--- config.mk ---
export PLATFORM = sky130hd
export DESIGN_NAME = rcs_seq_nbit_flat
export DESIGN_NICKNAME = d
export VERILOG_FILES = /design/src/rtl/rcs_seq_nbit_if.sv /design/src/rtl/rcs_seq_nbit.sv /design/src/flat_wrapper.sv
export SDC_FILE = /design/constraint.sdc
export NUM_CORES = 1
export LEC_CHECK = 0
export CAP_MARGIN = 20
export CORE_ASPECT_RATIO = 2
export CORE_UTILIZATION = 40
export DETAILED_ROUTE_END_ITERATION = 6
export PLACE_DENSITY = 0.71
export SETUP_SLACK_MARGIN = 0.5
export SKIP_CTS_REPAIR_TIMING = 1
export SYNTH_ARGS = -nofsm -noshare
export SYNTH_HDL_FRONTEND = slang
export SYNTH_SLANG_ARGS = --single-unit
--- constraint.sdc ---
create_clock -name clk -period 2.6 [get_ports clk]
set_input_delay 0.26 -clock clk [delete_from_list [all_inputs] [get_ports clk]]
set_output_delay 0.26 -clock clk [all_outputs]
set_load 0.02 [all_outputs]
--- src/rtl/rcs_seq_nbit_if.sv ---
// Operand/result handshake bundle for rcs_seq_nbit.
// The ovf signal exists only when RCS_OVF_EN is defined.
interface rcs_seq_nbit_if #(
  parameter int WIDTH = 16
);
  logic             start_valid;
  logic             start_ready;
  logic [WIDTH-1:0] a;
  logic [WIDTH-1:0] b;
  logic             borrow_in;
  logic             mode;
  logic [WIDTH-1:0] diff;
  logic             borrow;
  logic             res_valid;
  logic             res_ready;
`ifdef RCS_OVF_EN
  logic             ovf;

  modport master (
    output start_valid, a, b, borrow_in, mode, res_ready,
    input  start_ready, diff, borrow, res_valid, ovf
  );
  modport slave (
    input  start_valid, a, b, borrow_in, mode, res_ready,
    output start_ready, diff, borrow, res_valid, ovf
  );
`else
  modport master (
    output start_valid, a, b, borrow_in, mode, res_ready,
    input  start_ready, diff, borrow, res_valid
  );
  modport slave (
    input  start_valid, a, b, borrow_in, mode, res_ready,
    output start_ready, diff, borrow, res_valid
  );
`endif
endinterface

--- src/rtl/rcs_seq_nbit.sv ---
// Multi-cycle ripple-carry subtractor/adder: one CHUNK-bit slice per clock.
// Define RCS_OVF_EN to add the registered signed-overflow output ovf.
module rcs_seq_nbit #(
  parameter int WIDTH = 16,
  parameter int CHUNK = 4
) (
  input  logic         clk,
  input  logic         rst_n,
  rcs_seq_nbit_if.slave bus
);
  localparam int SAFE_CHUNK = (CHUNK < 1) ? 1 : CHUNK;
  localparam int NCHUNK     = WIDTH / SAFE_CHUNK;
  localparam int CW         = (NCHUNK > 1) ? $clog2(NCHUNK) : 1;
  localparam logic [CW-1:0] LAST = CW'(NCHUNK - 1);

  generate
    if ((CHUNK < 1) || (WIDTH < CHUNK) || ((WIDTH % SAFE_CHUNK) != 0)) begin : g_bad_params
      $error("rcs_seq_nbit: WIDTH must be a positive multiple of CHUNK, CHUNK >= 1");
    end
  endgenerate

  typedef enum logic [1:0] {IDLE, RUN, DONE} state_t;

  state_t           state_q, state_d;
  logic [WIDTH-1:0] a_q, a_d;
  logic [WIDTH-1:0] b_q, b_d;
  logic             mode_q, mode_d;
  logic             cy_q, cy_d;
  logic [CW-1:0]    cnt_q, cnt_d;
  logic [WIDTH-1:0] diff_q, diff_d;
  logic             borrow_q, borrow_d;
`ifdef RCS_OVF_EN
  logic             ovf_q, ovf_d;
  logic             ovf_slice;
`endif

  logic [CHUNK-1:0] a_sl, b_sl, d_sl;
  logic [CHUNK:0]   sum_sl, a_ext, b_ext, cy_ext;
  logic             cy_out;

  // Single slice datapath; the top bit of the (CHUNK+1)-bit result is the carry or borrow.
  always_comb begin
    a_sl   = a_q[int'(cnt_q)*CHUNK +: CHUNK];
    b_sl   = b_q[int'(cnt_q)*CHUNK +: CHUNK];
    a_ext  = {1'b0, a_sl};
    b_ext  = {1'b0, b_sl};
    cy_ext = {{CHUNK{1'b0}}, cy_q};
    if (mode_q) begin
      sum_sl = a_ext + b_ext + cy_ext;
    end else begin
      sum_sl = a_ext - b_ext - cy_ext;
    end
    d_sl   = sum_sl[CHUNK-1:0];
    cy_out = sum_sl[CHUNK];
`ifdef RCS_OVF_EN
    // Only meaningful on the last slice, where bit CHUNK-1 is the word's sign bit.
    if (mode_q) begin
      ovf_slice = (a_sl[CHUNK-1] == b_sl[CHUNK-1]) && (d_sl[CHUNK-1] != a_sl[CHUNK-1]);
    end else begin
      ovf_slice = (a_sl[CHUNK-1] != b_sl[CHUNK-1]) && (d_sl[CHUNK-1] != a_sl[CHUNK-1]);
    end
`endif
  end

  always_comb begin
    state_d  = state_q;
    a_d      = a_q;
    b_d      = b_q;
    mode_d   = mode_q;
    cy_d     = cy_q;
    cnt_d    = cnt_q;
    diff_d   = diff_q;
    borrow_d = borrow_q;
`ifdef RCS_OVF_EN
    ovf_d    = ovf_q;
`endif
    case (state_q)
      IDLE: begin
        if (bus.start_valid) begin
          a_d     = bus.a;
          b_d     = bus.b;
          mode_d  = bus.mode;
          cy_d    = bus.borrow_in;
          cnt_d   = '0;
          state_d = RUN;
        end
      end
      RUN: begin
        diff_d[int'(cnt_q)*CHUNK +: CHUNK] = d_sl;
        cy_d = cy_out;
        if (cnt_q == LAST) begin
          cnt_d    = '0;
          borrow_d = cy_out;
`ifdef RCS_OVF_EN
          ovf_d    = ovf_slice;
`endif
          state_d  = DONE;
        end else begin
          cnt_d = cnt_q + CW'(1);
        end
      end
      DONE: begin
        if (bus.res_ready) begin
          state_d = IDLE;
        end
      end
      default: state_d = IDLE;
    endcase
  end

  always_ff @(posedge clk) begin
    if (!rst_n) begin
      state_q  <= IDLE;
      a_q      <= '0;
      b_q      <= '0;
      mode_q   <= 1'b0;
      cy_q     <= 1'b0;
      cnt_q    <= '0;
      diff_q   <= '0;
      borrow_q <= 1'b0;
`ifdef RCS_OVF_EN
      ovf_q    <= 1'b0;
`endif
    end else begin
      state_q  <= state_d;
      a_q      <= a_d;
      b_q      <= b_d;
      mode_q   <= mode_d;
      cy_q     <= cy_d;
      cnt_q    <= cnt_d;
      diff_q   <= diff_d;
      borrow_q <= borrow_d;
`ifdef RCS_OVF_EN
      ovf_q    <= ovf_d;
`endif
    end
  end

  assign bus.start_ready = (state_q == IDLE);
  assign bus.res_valid   = (state_q == DONE);
  assign bus.diff        = diff_q;
  assign bus.borrow      = borrow_q;
`ifdef RCS_OVF_EN
  assign bus.ovf         = ovf_q;
`endif
endmodule

--- src/flat_wrapper.sv ---
// flat-port wrapper written by rule: the top's interface ports become plain ports
module rcs_seq_nbit_flat 
#(
  parameter int WIDTH = 16,
  parameter int CHUNK = 4
)
  (clk, rst_n, bus_start_valid, bus_a, bus_b, bus_borrow_in, bus_mode, bus_res_ready, bus_start_ready, bus_diff, bus_borrow, bus_res_valid);
  rcs_seq_nbit_if #(.WIDTH(WIDTH)) bus_i ();
  input  logic clk;
  input  logic rst_n;
  input wire logic [$bits(bus_i.start_valid)-1:0] bus_start_valid;
  input wire logic [$bits(bus_i.a)-1:0] bus_a;
  input wire logic [$bits(bus_i.b)-1:0] bus_b;
  input wire logic [$bits(bus_i.borrow_in)-1:0] bus_borrow_in;
  input wire logic [$bits(bus_i.mode)-1:0] bus_mode;
  input wire logic [$bits(bus_i.res_ready)-1:0] bus_res_ready;
  output wire logic [$bits(bus_i.start_ready)-1:0] bus_start_ready;
  output wire logic [$bits(bus_i.diff)-1:0] bus_diff;
  output wire logic [$bits(bus_i.borrow)-1:0] bus_borrow;
  output wire logic [$bits(bus_i.res_valid)-1:0] bus_res_valid;
  assign bus_i.start_valid = bus_start_valid;
  assign bus_i.a = bus_a;
  assign bus_i.b = bus_b;
  assign bus_i.borrow_in = bus_borrow_in;
  assign bus_i.mode = bus_mode;
  assign bus_i.res_ready = bus_res_ready;
  assign bus_start_ready = bus_i.start_ready;
  assign bus_diff = bus_i.diff;
  assign bus_borrow = bus_i.borrow;
  assign bus_res_valid = bus_i.res_valid;
  rcs_seq_nbit #(.WIDTH(WIDTH), .CHUNK(CHUNK)) u_core (.clk(clk), .rst_n(rst_n), .bus(bus_i));
endmodule
# Word-level counts from Yosys, hierarchy flattened

Index checks and enable logic that the tools add are counted.
W data, S select, Z words.

$add $sub $neg: 6
Equality and inequality tests: 6
Reductions and logical operators: 6
Shift operators: 4
Mux-type cells: 11

Operators by type and width:

| operator                  | number |
|---|---|
| $neg A4 Y33               | 1 |
| $shift A4 B33 Y16 const A | 1 |
| $shiftx A4 B33 Y16        | 1 |
| $shiftx A16 B5 Y4         | 2 |
| $bwmux W16                | 1 |
| $mux W2                   | 5 |
| $pmux W2 S3               | 1 |
| $reduce_and A2 Y1         | 3 |
| $add A4 B4 Y5             | 1 |
| $add A5 B1 Y5             | 1 |
| $mux W5                   | 1 |
| $sub A4 B4 Y5             | 1 |
| $sub A5 B1 Y5             | 1 |
| $eq A2 B2 Y1 const B      | 2 |
| $ne A2 B2 Y1 const B      | 2 |
| $pmux W2 S2               | 1 |
| $reduce_and A3 Y1         | 1 |
| $add A2 B1 Y2 const B     | 1 |
| $eq A2 B1 Y1 const B      | 1 |
| $logic_not A2 Y1          | 1 |
| $ne A2 B1 Y1 const B      | 1 |
| $pmux W1 S2               | 1 |
| $reduce_bool A2 Y1        | 1 |
| $mux W1                   | 1 |

Output and inout bits: 19
Register bits: 55

# Longest topological paths before layout

Depth in word-level cells: 6
Mapped depth: 10
Gate-level depth less buffers: 9

# Worst setup path before layout

OpenSTA, ideal clock, no wires.

Path type: register -> register
Start point: register u_core.cnt_q[0]
End point: register u_core.borrow_q (netlist: u_core.bus.borrow)
Path buffers: 1
Path slack: -308 ps
Period minus slack after synthesis: 2908 ps
Cell stages (with the launch flop): 10
Required time: 2475 ps
Arrival: 2782 ps
Cells stage by stage: dfxtp_1 -> buf_2 -> mux4_2 -> fa_1 -> fa_1 -> nand2b_1 -> a21oi_1 -> xor2_1 -> o211ai_1 -> o21ai_0

Longest elaborated chain between the ends: 4
Elaborated cells on any way between the ends: 9
Classes of those cells: 4 x add/sub; 1 x eq/ne; 2 x shift; 1 x mux; 1 x reduce/logical

RTL lines:

| element                                               | RTL line                               | text |
|---|---|---|
| start: declaration                                    | rcs_seq_nbit.sv:29                     | `logic [CW-1:0] cnt_q, cnt_d;` |
| start signal: assignment                              | rcs_seq_nbit.sv:130                    | `cnt_q <= cnt_d;` |
| $shiftx A16 B5 Y4 (on tied branches)                  | rcs_seq_nbit.sv:43, rcs_seq_nbit.sv:44 |  |
| $sub A4 B4 Y5 / $add A4 B4 Y5 (equally long branches) | rcs_seq_nbit.sv:51, rcs_seq_nbit.sv:49 |  |
| $sub A5 B1 Y5 / $add A5 B1 Y5 (equally long branches) | rcs_seq_nbit.sv:51, rcs_seq_nbit.sv:49 |  |
| $mux W5                                               | rcs_seq_nbit.sv:48                     | `if (mode_q) begin` |
| end signal: assignment                                | rcs_seq_nbit.sv:132                    | `borrow_q <= borrow_d;` |
| end: declaration                                      | rcs_seq_nbit.sv:31                     | `logic borrow_q, borrow_d;` |

Several ways; a longest one is shown, not always the timed one.
A chain may end at the register's enable or synchronous reset.

# Worst setup path after layout

Ends and elaborated chain as after synthesis.

==> results_tabular.tex <==
\begin{tabular}{lr}
\hline
Metric & Value \\
\hline
\multicolumn{2}{l}{\textbf{Setup path}} \\
CP max stage delay & 560 ps \\
Worst setup SP type & flop \\
Slowest cell on crit path & sky130\_fd\_sc\_hd\_\_mux4\_2 \\
Flop2flop setup slack & 20 ps \\
Worst-path maximum fanout & 6 \\
Reg-to-reg critical path endpoint & u\_core.bus.borrow \\
Startpoint of the lowest-slack register-to-register path & u\_core.cnt\_q[0] \\
Critical path's top delay family & adder cells \\
Register-to-Register Path Depth & 9 \\
CP Data Arrival Time & 2820 ps \\
Kind of end point of the critical path & flop \\
Critical path data required time & 2840 ps \\
Number of buffers and inverters on the critical path & 1 \\
Critical Path, Cell by Cell & mux4\_2 > fa\_2 > fa\_2 > nand2b\_4 > a21oi\_2 > xor2\_1 > o211ai\_1 > buf\_4 > o21ai\_1 \\
Critical path class & reg2reg \\
Critical path's most frequent cell & sky130\_fd\_sc\_hd\_\_fa\_2 \\
\multicolumn{2}{l}{\textbf{Final layout}} \\
Post-layout utilization of the core & 56.8\% \\
Proportion of layout cells with a drive suffix above 1 & 16.3\% \\
N\_diodes & 0 \\
Signed area change from the synthesized netlist to the final layout & 37.2\% \\
Final nets & 416 \\
\multicolumn{2}{l}{\textbf{Place}} \\
Pre-CTS worst setup slack & -0.177 ps \\
IO Port Bufs & 56 \\
DP HPWL & 4830 um \\
Routability congestion estimate from global placement & 0.834 \\
\multicolumn{2}{l}{\textbf{Synth}} \\
Biggest area contributors in the synthesized netlist & sky130\_fd\_sc\_hd\_\_dfxtp\_1 (40\%), sky130\_fd\_sc\_hd\_\_nand2\_1 (11\%), sky130\_fd\_sc\_hd\_\_a21boi\_0 (9.7\%) \\
Post-Synthesis Cell Area & 2720 sq um \\
Biggest area consumer among synthesized cells & sky130\_fd\_sc\_hd\_\_dfxtp\_1 \\
Top cell type's share of synthesized area & 40.5\% \\
Sequential element share of the synthesized area & 40.5\% \\
Count of flip-flops with a built-in enable after synthesis & 0 \\
Synth Area per Inst & 9.10 sq um \\
Count of different cell masters after synthesis & 35 \\
Post-Syn Instances & 299 \\
Number of warnings printed during yosys synthesis & 0 \\
Synthesized Nets & 354 \\
Seq cells post-synth & 55 \\
Ys async rst share & 0\% \\
Leading register cell type out of synthesis & sky130\_fd\_sc\_hd\_\_dfxtp\_1 \\
\multicolumn{2}{l}{\textbf{GRT}} \\
Antenna violations before repair & 0 \\
Number of global-route vias before repair & 2247 \\
Overall Global Routing Usage & 19.5\% \\
Largest net degree at the start of global routing & 57 \\
Overflow left after global routing & 0 \\
Wire length of the first global-routing pass & 10400 um \\
\multicolumn{2}{l}{\textbf{CTS}} \\
Clock root buffer & sky130\_fd\_sc\_hd\_\_clkbuf\_16 \\
Clock network latency to the later pin of the worst-skew pair & 300 ps \\
Largest buffer count on any clock path & 2 \\
Clock slew at reported path FFs & 70 ps \\
Number of sinks on the clock net & 55 \\
CTS tree & built \\
Clock buffers created by TritonCTS & 5 \\
Count of H-tree levels built during CTS & 2 \\
\multicolumn{2}{l}{\textbf{Power}} \\
Static power due to leakage & 0.00134 uW \\
Worst VDD drop & 0.335 mV \\
PD cells & 548 nW/um\^{}2 \\
Total power draw & 2050 uW \\
\multicolumn{2}{l}{\textbf{Timing}} \\
Transition at the pin with the smallest max-transition slack & 544 ps \\
Hold Vio Cnt, Final & 0 \\
Maximum frequency from static timing analysis & 387 MHz \\
Max-slew violation count & 0 \\
Worst-case setup margin in the final layout & 17.2 ps \\
Total of endpoints with negative setup slack in the final report & 0 \\
Post-route minimum period & 2580 ps \\
Setup repair after global routing missed its margin & true \\
Max\_slew headroom & 63.7\% \\
Period utilisation layout & 99.3\% \\
Min Hold Slack & 458 ps \\
Clock Skew & 7.25 ps \\
\multicolumn{2}{l}{\textbf{Drt}} \\
Routed vias/inst & 5.11 \\
Post-route antenna net violation count & 0 \\
DRC viols & 0 \\
Average wire length per cell after detail routing & 14.9 um \\
DRT Wirelength & 6720 um \\
Via count & 2300 \\
Length of the first detailed-routing pass in iterations & 5 \\
DRT iter0 DRCs & 106 \\
\multicolumn{2}{l}{\textbf{Die}} \\
Die area & 7160 sq um \\
Die X & 60.3 um \\
Die height & 119 um \\
Initial core utilization & 41.4\% \\
Site row count & 42 \\
Number of placed I/O pins & 57 \\
Core footprint & 6570 sq um \\
\multicolumn{2}{l}{\textbf{Worst hold path}} \\
Min-Delay Path Depth & 2 \\
Min-Delay Startpoint & u\_core.bus.diff[3] \\
Worst-case hold path end point & u\_core.bus.diff[3] \\
Tightest Hold Check Type & reg2reg \\
\multicolumn{2}{l}{\textbf{Run}} \\
\# Max-Cap Violations & 0 \\
\multicolumn{2}{l}{\textbf{Run status}} \\
Result of the run & finished clean \\
\hline
\end{tabular}
-- metrics by stage --
| step | instance area [sq um] | cells | setup TNS, ps |
|---|---|---|---|
| finish | 3730 | 450 | 0 |
| global route | 3730 | 450 | -242 |
| CTS | 3560 | 444 | -37.9 |
| detailed placement | 3420 | 436 | -0.177 |
| global placement | 3420 | 436 | 0 |
| floorplan | 2760 | 299 | 0 |
-- sequential cells by signal (all words and copies together) (netlist names) --
register,cells
u_core.a_q,16
u_core.b_q,16
u_core.state_q,2
u_core.bus.diff,16
u_core.mode_q,1
u_core.cnt_q,2
u_core.bus.borrow,1
u_core.cy_q,1
-- layer usage --
| layer | vias up | global-route usage [%] | part of all wire (%) |
|---|---|---|---|
| li1 | 1137 | - | - |
| met1 | 1091 | 18.5 | 34 |
| met2 | 55 | 36.7 | 59 |
| met3 | 17 | 2.95 | 2.6 |
| met4 | 0 | 10.5 | 3.8 |
| met5 | - | 0 | 0 |
-- worst register-to-register path, delay by kind of cell (launching register included) --
family / cells / cell delay [ps]
buffers and inverters: 1 / 190
flip-flops: 1 / 410
XOR/XNOR: 1 / 150
multiplexers: 1 / 560
AND/OR/NAND/NOR: 1 / 150
AO/OA/AOI/OAI: 3 / 320
adder cells (fa/ha/maj): 2 / 750
-- power breakdown --
| part | switching, uW | internal, uW |
|---|---|---|
| logic | 229 | 240 |
| clock network | 306 | 356 |
| registers | 32.7 | 882 |
-- worst max path at each step --
stage / start / to / slack (ps) / cells past startpoint
2_1_floorplan: u_core.cnt_q[0] / u_core.cy_q / 80 / 9
3_3_place_gp: u_core.cnt_q[0] / u_core.bus.borrow / 30 / 8
3_5_place_dp: u_core.cnt_q[0] / u_core.cy_q / -0.2 / 8
4_1_cts: u_core.cnt_q[0] / u_core.cy_q / -20 / 8
5_1_grt: u_core.cnt_q[0] / u_core.bus.borrow / -80 / 9
6_report: u_core.cnt_q[0] / u_core.bus.borrow / 20 / 9
-- layout by cell type, fill, tap and decap left out, drive strengths merged, types with 3 or more instances in the layout --
cell type / Yosys / layout
a21boi: 35 / 35
nor2b: 15 / 15
inv: 14 / 14
nand2b: 4 / 4
a22oi: 12 / 12
fa: 4 / 4
clkdlybuf4s50: 0 / 56
o21ai: 10 / 10
nand3: 6 / 6
dfxtp: 55 / 55
buf: 6 / 16
nor3: 3 / 3
nor2: 3 / 3
mux4: 9 / 9
a21oi: 3 / 3
nand2: 77 / 77
ha: 13 / 13
clkbuf: 11 / 6
-- final cells by class --
class                           count  area [sq um]
Sequential cell                    55          1100
Multi-Input combinational cell    213          1640
Tap cell                           88           110
Fill cell                         590          2840
Clock inverter                      2          12.5
Inverter                           14          52.6
Timing Repair Buffer               72           684
Clock buffer                        6           129
-- synthesized netlist by cell type (3+ instances only) --
cell                       number
sky130_fd_sc_hd__nor3_1         3
sky130_fd_sc_hd__a22oi_1       12
sky130_fd_sc_hd__inv_1         14
sky130_fd_sc_hd__mux4_2         9
sky130_fd_sc_hd__nand3_1        6
sky130_fd_sc_hd__a21boi_0      35
sky130_fd_sc_hd__dfxtp_1       55
sky130_fd_sc_hd__nor2_1         3
sky130_fd_sc_hd__fa_1           4
sky130_fd_sc_hd__nand2_1       77
sky130_fd_sc_hd__nor2b_1       15
sky130_fd_sc_hd__o21ai_0        9
sky130_fd_sc_hd__buf_2          6
sky130_fd_sc_hd__nand2b_1       4
sky130_fd_sc_hd__ha_1          13
sky130_fd_sc_hd__clkbuf_1      11
-- cell families after synthesis --
kind of cell,Yosys count,synth area share [%]
compound gates,64,16.8
xor+xnor,3,0.966
fa+ha+maj,17,8.92
buf+inv,31,4.55
flops,55,40.5
mux,11,8.23
simple gates,118,20.1
No activity file was read; power rests on OpenSTA's default activity.
